--- src/rtl/wb_dbg_pkg.sv ---
// Shared types and constants for the byte-serial Wishbone debug master.
// Defines the FSM states, the response status codes and the command-byte fields.
package wb_dbg_pkg;

    typedef enum logic [2:0] {
        ST_CMD,
        ST_ADDR,
        ST_WDATA,
        ST_BUS,
        ST_STATUS,
        ST_RDATA
    } state_t;

    localparam logic [7:0] STAT_OK      = 8'h00;
    localparam logic [7:0] STAT_TIMEOUT = 8'h01;
    localparam logic [7:0] STAT_BADCMD  = 8'h02;

    localparam int CMD_WE_BIT = 7;
    localparam int CMD_RSV_HI = 6;
    localparam int CMD_RSV_LO = 4;
    localparam int CMD_SEL_HI = 3;
    localparam int CMD_SEL_LO = 0;

    // Reserved bits must be zero, otherwise the command is rejected without a bus cycle.
    function automatic logic isValidCmd(input logic [7:0] b);
        return b[CMD_RSV_HI:CMD_RSV_LO] == 3'b000;
    endfunction

endpackage

--- src/rtl/wb_dbg_master_if.sv ---
// Byte command/response stream plus Wishbone initiator signals of the debug master.
// The master modport is the debug master itself; slave is the byte source/sink and bus side.
interface wb_dbg_master_if;

    logic [7:0]  in_data;
    logic        in_valid;
    logic        in_ready;
    logic [7:0]  out_data;
    logic        out_valid;
    logic        out_ready;
    logic [0:23] adr_o;
    logic        cyc_o;
    logic        stb_o;
    logic        we_o;
    logic [0:3]  sel_o;
    logic [0:31] dat_o;
    logic [0:31] dat_i;
    logic        ack_i;

    modport master (
        input  in_data, in_valid, out_ready, dat_i, ack_i,
        output in_ready, out_data, out_valid, adr_o, cyc_o, stb_o, we_o, sel_o, dat_o
    );

    modport slave (
        output in_data, in_valid, out_ready, dat_i, ack_i,
        input  in_ready, out_data, out_valid, adr_o, cyc_o, stb_o, we_o, sel_o, dat_o
    );

endinterface

--- src/rtl/wb_dbg_master.sv ---
// Turns a byte-serial command stream into single Wishbone cycles and frames a
// status (plus read data) response back onto the byte sink.
module wb_dbg_master
    import wb_dbg_pkg::*;
#(
    parameter int TIMEOUT_CYCLES = 1024
)
(
    input  logic            clk,
    input  logic            reset,
    wb_dbg_master_if.master bus,
    output logic            busy
);

    localparam logic [15:0] TMO_LAST = 16'(TIMEOUT_CYCLES - 1);

    state_t      r_state;
    logic [1:0]  r_cnt;
    logic        r_we;
    logic [0:3]  r_sel;
    logic [0:21] r_adr;
    logic [0:31] r_dat;
    logic [0:31] r_rdata;
    logic        r_cyc;
    logic        r_stb;
    logic [15:0] r_tmo;
    logic [7:0]  r_status;
    logic [7:0]  r_out_data;
    logic        r_out_valid;

    logic        w_in_ready;
    logic        w_in_fire;
    logic        w_out_fire;
    logic        w_tmo_hit;

    assign w_in_ready = (r_state == ST_CMD) || (r_state == ST_ADDR) || (r_state == ST_WDATA);
    assign w_in_fire  = bus.in_valid && w_in_ready;
    assign w_out_fire = r_out_valid && bus.out_ready;
    assign w_tmo_hit  = (r_tmo == TMO_LAST);

    always_ff @(posedge clk or negedge reset) begin
        if (!reset) begin
            r_state     <= ST_CMD;
            r_cnt       <= 2'd0;
            r_we        <= 1'b0;
            r_sel       <= '0;
            r_adr       <= '0;
            r_dat       <= '0;
            r_rdata     <= '0;
            r_cyc       <= 1'b0;
            r_stb       <= 1'b0;
            r_tmo       <= '0;
            r_status    <= STAT_OK;
            r_out_data  <= '0;
            r_out_valid <= 1'b0;
        end else begin
            unique case (r_state)
                ST_CMD: begin
                    if (w_in_fire) begin
                        r_cnt <= 2'd0;
                        if (!isValidCmd(bus.in_data)) begin
                            r_status    <= STAT_BADCMD;
                            r_out_data  <= STAT_BADCMD;
                            r_out_valid <= 1'b1;
                            r_state     <= ST_STATUS;
                        end else begin
                            r_we    <= bus.in_data[CMD_WE_BIT];
                            r_sel   <= bus.in_data[CMD_SEL_HI:CMD_SEL_LO];
                            r_state <= ST_ADDR;
                        end
                    end
                end
                ST_ADDR: begin
                    // The two word-offset bits of the last byte are dropped, keeping adr_o word aligned.
                    if (w_in_fire) begin
                        r_cnt <= r_cnt + 2'd1;
                        case (r_cnt)
                            2'd0:    r_adr[0:7]   <= bus.in_data;
                            2'd1:    r_adr[8:15]  <= bus.in_data;
                            default: r_adr[16:21] <= bus.in_data[7:2];
                        endcase
                        if (r_cnt == 2'd2) begin
                            r_cnt <= 2'd0;
                            if (r_we) begin
                                r_state <= ST_WDATA;
                            end else begin
                                r_state <= ST_BUS;
                                r_cyc   <= 1'b1;
                                r_stb   <= 1'b1;
                                r_tmo   <= '0;
                            end
                        end
                    end
                end
                ST_WDATA: begin
                    if (w_in_fire) begin
                        r_dat <= {r_dat[8:31], bus.in_data};
                        r_cnt <= r_cnt + 2'd1;
                        if (r_cnt == 2'd3) begin
                            r_cnt   <= 2'd0;
                            r_state <= ST_BUS;
                            r_cyc   <= 1'b1;
                            r_stb   <= 1'b1;
                            r_tmo   <= '0;
                        end
                    end
                end
                ST_BUS: begin
                    // stb is always high here; an ack coinciding with the last timeout cycle still succeeds.
                    if (bus.ack_i || w_tmo_hit) begin
                        r_cyc       <= 1'b0;
                        r_stb       <= 1'b0;
                        r_rdata     <= bus.ack_i ? bus.dat_i : '0;
                        r_status    <= bus.ack_i ? STAT_OK : STAT_TIMEOUT;
                        r_out_data  <= bus.ack_i ? STAT_OK : STAT_TIMEOUT;
                        r_out_valid <= 1'b1;
                        r_cnt       <= 2'd0;
                        r_state     <= ST_STATUS;
                    end else begin
                        r_tmo <= r_tmo + 16'd1;
                    end
                end
                ST_STATUS: begin
                    if (w_out_fire) begin
                        r_cnt <= 2'd0;
                        if (!r_we && (r_status != STAT_BADCMD)) begin
                            r_out_data <= r_rdata[0:7];
                            r_rdata    <= {r_rdata[8:31], 8'h00};
                            r_state    <= ST_RDATA;
                        end else begin
                            r_out_valid <= 1'b0;
                            r_state     <= ST_CMD;
                        end
                    end
                end
                ST_RDATA: begin
                    if (w_out_fire) begin
                        if (r_cnt == 2'd3) begin
                            r_cnt       <= 2'd0;
                            r_out_valid <= 1'b0;
                            r_state     <= ST_CMD;
                        end else begin
                            r_cnt      <= r_cnt + 2'd1;
                            r_out_data <= r_rdata[0:7];
                            r_rdata    <= {r_rdata[8:31], 8'h00};
                        end
                    end
                end
                default: r_state <= ST_CMD;
            endcase
        end
    end

    assign bus.in_ready  = w_in_ready;
    assign bus.out_data  = r_out_data;
    assign bus.out_valid = r_out_valid;
    assign bus.adr_o     = {r_adr, 2'b00};
    assign bus.cyc_o     = r_cyc;
    assign bus.stb_o     = r_stb;
    assign bus.we_o      = r_we;
    assign bus.sel_o     = r_sel;
    assign bus.dat_o     = r_dat;
    assign busy          = (r_state != ST_CMD);

endmodule
--- src/flat_wrapper.sv ---
// flat-port wrapper written by rule: the top's interface ports become plain ports
module wb_dbg_master_flat import wb_dbg_pkg::*;
#(
    parameter int TIMEOUT_CYCLES = 1024
)
  (clk, reset, busy, bus_in_data, bus_in_valid, bus_out_ready, bus_dat_i, bus_ack_i, bus_in_ready, bus_out_data, bus_out_valid, bus_adr_o, bus_cyc_o, bus_stb_o, bus_we_o, bus_sel_o, bus_dat_o);
  wb_dbg_master_if bus_i ();
  input  logic clk;
  input  logic reset;
  output logic busy;
  input wire logic [$bits(bus_i.in_data)-1:0] bus_in_data;
  input wire logic [$bits(bus_i.in_valid)-1:0] bus_in_valid;
  input wire logic [$bits(bus_i.out_ready)-1:0] bus_out_ready;
  input wire logic [$bits(bus_i.dat_i)-1:0] bus_dat_i;
  input wire logic [$bits(bus_i.ack_i)-1:0] bus_ack_i;
  output wire logic [$bits(bus_i.in_ready)-1:0] bus_in_ready;
  output wire logic [$bits(bus_i.out_data)-1:0] bus_out_data;
  output wire logic [$bits(bus_i.out_valid)-1:0] bus_out_valid;
  output wire logic [$bits(bus_i.adr_o)-1:0] bus_adr_o;
  output wire logic [$bits(bus_i.cyc_o)-1:0] bus_cyc_o;
  output wire logic [$bits(bus_i.stb_o)-1:0] bus_stb_o;
  output wire logic [$bits(bus_i.we_o)-1:0] bus_we_o;
  output wire logic [$bits(bus_i.sel_o)-1:0] bus_sel_o;
  output wire logic [$bits(bus_i.dat_o)-1:0] bus_dat_o;
  assign bus_i.in_data = bus_in_data;
  assign bus_i.in_valid = bus_in_valid;
  assign bus_i.out_ready = bus_out_ready;
  assign bus_i.dat_i = bus_dat_i;
  assign bus_i.ack_i = bus_ack_i;
  assign bus_in_ready = bus_i.in_ready;
  assign bus_out_data = bus_i.out_data;
  assign bus_out_valid = bus_i.out_valid;
  assign bus_adr_o = bus_i.adr_o;
  assign bus_cyc_o = bus_i.cyc_o;
  assign bus_stb_o = bus_i.stb_o;
  assign bus_we_o = bus_i.we_o;
  assign bus_sel_o = bus_i.sel_o;
  assign bus_dat_o = bus_i.dat_o;
  wb_dbg_master #(.TIMEOUT_CYCLES(TIMEOUT_CYCLES)) u_core (.clk(clk), .reset(reset), .bus(bus_i), .busy(busy));
endmodule
--- config.mk ---
export PLATFORM = sky130hd
export DESIGN_NAME = wb_dbg_master_flat
export DESIGN_NICKNAME = d
export VERILOG_FILES = /design/src/rtl/wb_dbg_pkg.sv /design/src/rtl/wb_dbg_master_if.sv /design/src/rtl/wb_dbg_master.sv /design/src/flat_wrapper.sv
export SDC_FILE = /design/constraint.sdc
export NUM_CORES = 1
export LEC_CHECK = 0
export BUFFER_PORTS_ARGS = -buffer_cell sky130_fd_sc_hd__buf_2
export CORE_MARGIN = 3
export CORE_UTILIZATION = 50
export CTS_BUF_LIST = sky130_fd_sc_hd__clkbuf_16
export CTS_CLUSTER_DIAMETER = 100
export CTS_CLUSTER_SIZE = 20
export DETAILED_ROUTE_END_ITERATION = 10
export PLACE_DENSITY = 0.72
export SLEW_MARGIN = 25
export SYNTH_ARGS = -nofsm -noshare
export SYNTH_HDL_FRONTEND = slang
export SYNTH_SLANG_ARGS = --single-unit
--- constraint.sdc ---
create_clock -name clk -period 2.1 [get_ports clk]
set_input_delay 0.42 -clock clk [delete_from_list [all_inputs] [get_ports clk]]
set_output_delay 0.42 -clock clk [all_outputs]
set_load 0.02 [all_outputs]
Word-level counts from Yosys, hierarchy flattened:

Cells that the tools add are included.

* register bits: 130
* bits of input ports: 45

* eq/ne operators: 25
* reduce and logical (&&, ||, !) cells: 30
* add/sub/neg operators: 2
* mux-type cells: 61
* bitwise gates (word level): 1

Operators by type and width (number)
* 2-to-1 mux 32 bit: 6
* 2-to-1 mux 16 bit: 6
* one-hot mux 32 bit (3 select lines): 1
* 2-to-1 mux 8 bit: 7
* one-hot mux 16 bit (3 select lines): 1
* 2-to-1 mux 3 bit: 11
* one-hot mux 8 bit (4 select lines): 1
* AND reduction 7 bit: 3
* one-hot mux 3 bit (6 select lines): 1
* adder 16 x 1 -> 16 bit (second input constant): 1
* equality test 16 x 10 -> 1 bit (second input constant): 1
* 2-to-1 mux 2 bit: 8
* inequality test 2 x 1 -> 1 bit (second input constant): 8
* one-hot mux 8 bit (2 select lines): 1
* AND reduction 8 bit: 2
* 2-to-1 mux 1 bit: 15
* inequality test 2 bit (second input constant): 7
* one-hot mux 2 bit (6 select lines): 1
* AND reduction 3 bit: 4
* AND reduction 9 bit: 1
* nonzero test 3 bit: 3
* inequality test 8 x 2 -> 1 bit (second input constant): 1
* equality test 3 x 2 -> 1 bit (second input constant): 2
* equality test 3 bit (second input constant): 2
* 19 further kinds: 25

Logic depth before layout (Yosys ltp):

Gate-level depths: netlist of run 1.

* depth in word-level cells: 6
* mapped depth: 8
* mapped depth without buffers: 7

Worst setup path after synthesis of run 1:

Ideal clock, no wire load.

* path type: flip-flop to flip-flop
* from: register u_core.r_tmo[0]
* to: register u_core.r_rdata[0] (netlist bit)
* period minus slack after synthesis: 2.213 ns
* data required time: 1.975 ns
* stages on the path, launching flop included: 8
* path slack: -0.113 ns
* setup time: 0.125 ns
* arrival: 2.088 ns
* cell sequence: dfrtp_1 > ha_1 > nand3_1 > o41a_1 > buf_6 > a21oi_4 > buf_12 > mux2_4

* cells in the longest elaborated chain, start to end: 4

RTL lines
* start, declared: RTL line wb_dbg_master.sv:26 `logic [15:0] r_tmo;`
* start signal, assigned: RTL line wb_dbg_master.sv:120 `r_tmo <= r_tmo + 16'd1;`
* equality test 16 x 10 -> 1 bit: RTL line wb_dbg_master.sv:39 `assign w_tmo_hit = (r_tmo == TMO_LAST);`
* logical OR 1 bit: RTL line wb_dbg_master.sv:110 `if (bus.ack_i || w_tmo_hit) begin`
* inequality test 2 x 1 -> 1 bit (no source line)
* AND reduction 6 bit (no source line)
* end signal, assigned: RTL line wb_dbg_master.sv:113 `r_rdata <= bus.ack_i ? bus.dat_i : '0;`
* end signal, assigned: RTL line wb_dbg_master.sv:128 `r_rdata <= {r_rdata[8:31], 8'h00};`
* end signal, assigned: RTL line wb_dbg_master.sv:145 `r_rdata <= {r_rdata[8:31], 8'h00};`
* end, declared: RTL line wb_dbg_master.sv:23 `logic [0:31] r_rdata;`

Every way passes these cells.
A chain may end at the register's enable or synchronous reset.

Final worst setup path of run 1:

* from: register u_core.r_tmo[13]
* to: register u_core.r_rdata[23] (netlist bit)

The elaborated chain is that of the path after synthesis.

==> impl_metrics.csv, run 1 <==
group,metric,value,unit
cts,cts_root_buffer,"clkbuf_16",
cts,clockBufferDepth,2,
critical_path,path_cells,"nor4_4, nand2_2, o41a_1, a21oi_4, buf_12, mux2_4",
pwr,power_density,1200,mW/mm^2
synth,postSynthCellCount,524,
timing,final_max_slew_viol_count,0,
critical_path,required,2390,ps
final_layout,syn2layout_area_growth,27.5,%
critical_path,end_kind,"flip-flop",
floorplanning,die_h,116,um
floorplanning,pin_count,119,
critical_path,worstSetupPathType,"reg -> reg",
final_layout,instances_no_fill,839,
floorplanning,die_area,0.0134,sq mm
floorplanning,rows,39,
cts,insertion_delay,410,ps
grt,grt_pass1_wl,23.4,mm
synth,syn_area,0.00600,sq mm
route,first_pass_iters,4,
synth,yosysMostFrequentCell,"dfrtp_1",
synth,ys_seq_area_share,51.7,%
timing,period_needed,2070,ps
critical_path,setup.worst_path.start_class,"flip-flop",
synth,synth_edf_count,0,
placement,place_inst,806,
final_layout,fillers,891,
timing,worst_slack,28.0,ps
final_layout,layout-drive-gt1-share,43.8,%
placement,dp_hpwl,10.3,mm
synth,synthTopCellsByCount,"dfrtp_1, nand2_1, mux2_2, nand3_1",
route,wirelength,14.5,mm
grt,antenna_found_initial,0,
critical_path,slowest_delay,420,ps
cts,htree_levels,4,
hold_path,hp-class,"in -> reg",
route,vias_per_cell,5.51,
floorplanning,fp.coreArea,0.0116,sq mm
synth,yosysTopAreaCellShare,51.7,%
cts,cts_tree,"built",
grt,grt_max_degree,52,
floorplanning,start_util,51.9,%
synth,synthTopCellsByArea,"dfrtp_1, mux2_2, mux2_4",
pwr,leakagePower,4.00,nW
synth,synth_async_sr_flop_share,100,%
synth,yosys.area.top_type,"dfrtp_1",
pwr,peakVddDrop,1.11,mV
synth,ys_types,54,
synth,ys_warn_count,0,
final_layout,fin_nets,736,
critical_path,critPathSlowestCell,"dfrtp_1",
grt,grt_pass1_vias,4796,
synth,avgSynthCellArea,11.5,sq um
cts,cts_made_buffers,17,
placement,place_congestion,0.859,
timing,clock.fmax,483,MHz
grt,track_usage,22.7,%
cts,clock-sinks,124,
route,first_iter_violations,267,
critical_path,cp.arrival,2360,ps
outcome,run_status,"completed",
route,antenna_left,0,
placement,place_ws,2.44,ps
synth,synth-seq-cells,124,
job,cap_viol_max_count,0,
timing,fin_worst_skew,8.17,ps
critical_path,path_max_fanout,22,
timing,period_share,98.7,%
final_layout,n_antenna_cell,0,
floorplanning,die_w,116,um
timing,rsz0062_at_grt,"yes",
timing,setup_viol,0,
cts,clkTransAtPathRegs,50,ps
route,vias,4621,
synth,ys.flop_type,"dfrtp_1",
timing,hold_viol,0,
route,wire_per_inst,17.3,um
grt,grt_overflow,0,
placement,port_buffers,116,
route,drcViolationCount,0,
==> critical path: cells and delay by family (launching register included) <==
kind,cells,cell delay (ps)
compound gates,2,560
mux,1,330
flops,1,420
buf+inv,1,220
simple gates,2,420
==> worst paths after layout <==
kind                            cells after the start                    from                     end  slack [ps]
worst max-delay path                                6        u_core.r_tmo[13]      u_core.r_rdata[23]          30
worst min-delay path                                2          bus_in_data[1]        u_core.r_adr[14]         290
worst max register to register                      6        u_core.r_tmo[13]      u_core.r_rdata[23]          30
worst min register to register                      1  u_core.bus.out_data[7]  u_core.bus.out_data[7]         490
max in group asynchronous                           3                   reset        u_core.r_tmo[13]         930
min in group asynchronous                           2                   reset  u_core.bus.out_data[4]         520
==> stage by stage <==
step                      setup TNS (ps)  instance area, sq um  hold slack (ps)  utilization (%)  total power, mW
after floorplan                    -1520                  6010              124                -             5.25
after global placement                 0                  7030              412             60.8             6.09
after detailed placement               0                  7030              417             60.8             6.23
after CTS                              0                  7630              278             66.0             9.21
after global routing               -1570                  7650              289             66.2             9.65
final                                  0                  7650              292             66.2             9.16
==> layout make-up <==
type                       instances  area (sq um)  area share [%]
clock buffer                      17           425            5.56
timing repair buffer             169          1040            13.6
inverter                          12          45.0           0.588
clock inverter                    14           164            2.14
sequential                       124          3100            40.5
tap                              143           179            2.34
multi-input combinational        360          2700            35.3
==> logic make-up (layout without fill, tap and decap cells) <==
logic type / count (synthesis) / in the layout / synth area share [%]
buffers and inverters: 41 / 212 / 3.79
other: 1 / 2 / 0.0625
adder cells (fa/ha/maj): 7 / 7 / 1.46
multiplexers: 98 / 98 / 20.2
AND/OR/NAND/NOR: 173 / 173 / 13.9
flip-flops: 124 / 124 / 51.7
AO/OA/AOI/OAI: 80 / 80 / 8.94
==> layout by cell type, fill, tap and decap left out, types with 2 or more instances in the layout <==
| master | netlist | layout |
|---|---|---|
| buf_4 | 3 | 48 |
| and3_1 | 9 | 9 |
| nor3_1 | 4 | 4 |
| bufinv_16 | 0 | 4 |
| a21o_1 | 2 | 2 |
| inv_1 | 12 | 17 |
| a31oi_1 | 4 | 4 |
| or3_1 | 3 | 3 |
| buf_12 | 3 | 4 |
| mux2i_1 | 5 | 5 |
| nand2b_1 | 2 | 2 |
| a21oi_1 | 18 | 18 |
| nor2_2 | 1 | 2 |
| mux2_4 | 30 | 30 |
| clkinv_1 | 0 | 3 |
| o21ai_0 | 30 | 30 |
| dfrtp_1 | 124 | 124 |
| conb_1 | 1 | 2 |
| nor2b_1 | 4 | 4 |
| nand3b_1 | 2 | 2 |
| a21bo_2 | 6 | 6 |
| clkbuf_16 | 0 | 17 |
| mux2_2 | 63 | 63 |
| nand4_1 | 11 | 11 |
| nand2_1 | 70 | 70 |
| nand3_1 | 35 | 34 |
| ha_1 | 7 | 7 |
| o21ai_1 | 3 | 3 |
| nor2_1 | 25 | 23 |
| buf_2 | 5 | 115 |
==> routing by layer <==
metal	GRT usage, %	vias up	wire [um]
li1	-	2169	-
met1	27.4	2276	6040
met2	37.3	149	7120
met3	7.94	27	1030
met4	8.84	0	289
met5	0	-	0
==> state kept, by name (all words and copies together) (netlist names) <==
signal                flops
u_core.bus.dat_o         32
u_core.r_rdata           32
u_core.bus.we_o           1
u_core.bus.out_valid      1
u_core.r_state            3
u_core.bus.sel_o          4
u_core.r_adr             22
u_core.r_tmo             16
u_core.r_cnt              2
u_core.r_status           2
u_core.bus.cyc_o          1
u_core.bus.out_data       8
==> report_power, final <==
group	internal, mW	leakage [nW]	switching, mW
clock	1.94	0.305	0.990
combinational	1.30	2.04	1.50
sequential	3.02	1.66	0.413
==> repair_timing <==
action,CTS,global route
hold buffers,1,0
setup endpoints to repair,2,44
endpoints found under the hold margin,33,0
setup buffers,0,1
gates resized for setup,1,2
(Power assumes the default switching activity.)
==> run 2, diff against run 1 <==
CORE_UTILIZATION = 43   (was 50)
PLACE_DENSITY = 0.63   (was 0.72)
==> run 2 against run 1 <==
Die area grew 15%; utilization shrank 8.4 points; register-to-register slack about the same; critical path type unchanged; combinational power about the same; final cell count is 4.4% higher; clock skew grew 0.58 ps.
==> impl_metrics.csv, run 2 (synthesis results as in run 1) <==
group,metric,value,unit
pwr,p_sw_share,32.4,%
grt,grt_pass1_vias,4653,
pwr,leakagePower,4.01,nW
floorplanning,die_w,124,um
cts,clockBufferDepth,2,
cts,cts_made_buffers,17,
floorplanning,die_h,124,um
route,first_pass_iters,5,
final_layout,layout-drive-gt1-share,45.1,%
route,wire_per_inst,16.7,um
cts,cts_tree,"built",
route,vias,4637,
timing,period_needed,2070,ps
final_layout,fillers,1187,
outcome,run_status,"completed",
timing,hold_viol,0,
job,cap_viol_max_count,0,
timing,max_slew.worst_pin.slew,642,ps
timing,relSlewSlack,57.2,%
cts,clock-sinks,124,
critical_path,end_kind,"flip-flop",
floorplanning,fp.coreArea,0.0135,sq mm
final_layout,final_common_cell,"dfrtp_1",
route,drcViolationCount,0,
timing,final_max_slew_viol_count,0,
timing,rsz0062_at_grt,"yes",
timing,worst_slack,33.1,ps
final_layout,syn2layout_area_growth,29.4,%
floorplanning,pin_count,119,
pwr,power_density,1160,mW/mm^2
pwr,peakVddDrop,0.756,mV
floorplanning,start_util,44.6,%
timing,period_share,98.4,%
timing,clock.fmax,484,MHz
hold_path,hp-class,"in -> async",
grt,grt_overflow,0,
critical_path,worstSetupPathType,"reg -> reg",
critical_path,cp.arrival,2360,ps
pwr,switching_power,2.92,mW
cts,clkTransAtPathRegs,50,ps
pwr,p_comb_share,31.4,%
placement,place_congestion,0.842,
floorplanning,die_area,0.0154,sq mm
route,antenna_left,0,
grt,track_usage,19.8,%
final_layout,instances_no_fill,876,
timing,fin_worst_skew,8.76,ps
cts,insertion_delay,410,ps
route,first_iter_violations,251,
timing,setup_viol,0,
route,wirelength,14.6,mm
critical_path,path_max_fanout,9,
final_layout,fin_nets,740,
grt,antenna_found_initial,0,
placement,port_buffers,116,
grt,grt_pass1_wl,23.7,mm
final_layout,n_antenna_cell,0,
grt,grt_max_degree,46,
cts,cts_root_buffer,"clkbuf_16",
final_layout,post-route-util,57.8,%
final_layout,layout_common_cells,"dfrtp_1, buf_2, nand2_1, mux2_2, buf_4",
critical_path,setup.worst_path.start_class,"flip-flop",
floorplanning,rows,42,
pwr,internal_power,6.09,mW
critical_path,worstSetupStartpoint,"u_core.r_tmo[10]",
placement,place_ws,43.2,ps
placement,place_inst,840,
timing,setup-tns-final,0,ps
pwr,pwr-share-seq,38.1,%
critical_path,r2r-start,"u_core.r_tmo[10]",
critical_path,required,2390,ps
pwr,pwr-share-clk,30.5,%
route,vias_per_cell,5.29,
cts,htree_levels,4,
placement,dp_hpwl,10.5,mm
run 2: changes by cell type in the layout (fill, tap and decap cells not counted), moves of 2 or more:
| cell | change |
|---|---|
| mux2_4 | +2 |
| mux2_2 | -2 |
| buf_12 | +3 |
| inv_1 | -3 |
| bufinv_16 | -2 |
| clkbuf_16 | +2 |
| clkinvlp_4 | +4 |
run 2: worst paths after layout:
check / slack [ps] / endpoint / cells past startpoint
max: 30 / u_core.r_rdata[9] / 7
min: 30 / u_core.bus.out_data[6] / 1
max reg2reg: 30 / u_core.r_rdata[9] / 7
min reg2reg: 480 / u_core.bus.out_data[7] / 1
max in group asynchronous: 1480 / u_core.r_adr[16] / 2
min in group clk: 300 / u_core.r_adr[14] / 2
run 2: routing by layer:
layer  track usage [%]  wire [um]  vias up
met2              31.6       7040      148
li1                  -          -     2174
met5                 0          0        -
met4              5.34        121        0
met1              25.5       6310     2302
met3              7.18       1160       13
run 2: repair_timing:
item,in CTS,in global routing
hold buffers,0,0
buffers inserted,0,3
resized for setup,0,7
endpoints found under the setup margin,0,42
run 2: power groups by stage:
stage               logic [mW]  clock network (mW)  registers [mW]
floorplan                 1.52                   0            3.73
CTS                       2.79                2.81            3.44
detailed placement        2.78                   0            3.45
global placement          2.71                   0            3.43
finish                    2.83                2.75            3.43
global route              3.09                2.93            3.52
run 2: stage by stage:
stage | hold slack (ps) | power [mW] | cell area, sq um
floorplan | 124 | 5.25 | 6010
global placement | 467 | 6.14 | 7100
detailed placement | 479 | 6.23 | 7100
CTS | 49.0 | 9.04 | 7660
global route | 68.9 | 9.54 | 7770
finish | 28.4 | 9.01 | 7770
run 2: cell type report:
cell class	count	area (sq um)	share of cell area [%]
multi-input cells	360	2700	34.8
repair buffers	173	1140	14.7
well taps	176	220	2.83
clock inverters	14	133	1.71
clock buffers	17	425	5.48
flip-flops and latches	124	3100	39.9
inverters	12	45.0	0.580
run 2: critical path, stage by stage, from the launching register on:
cell and delay [ps]:
dfrtp_1 410, nor4_4 310, nand2_2 90, o41a_1 370, a21oi_4 160, buf_12 140
clkbuf_16 170, mux2_4 300
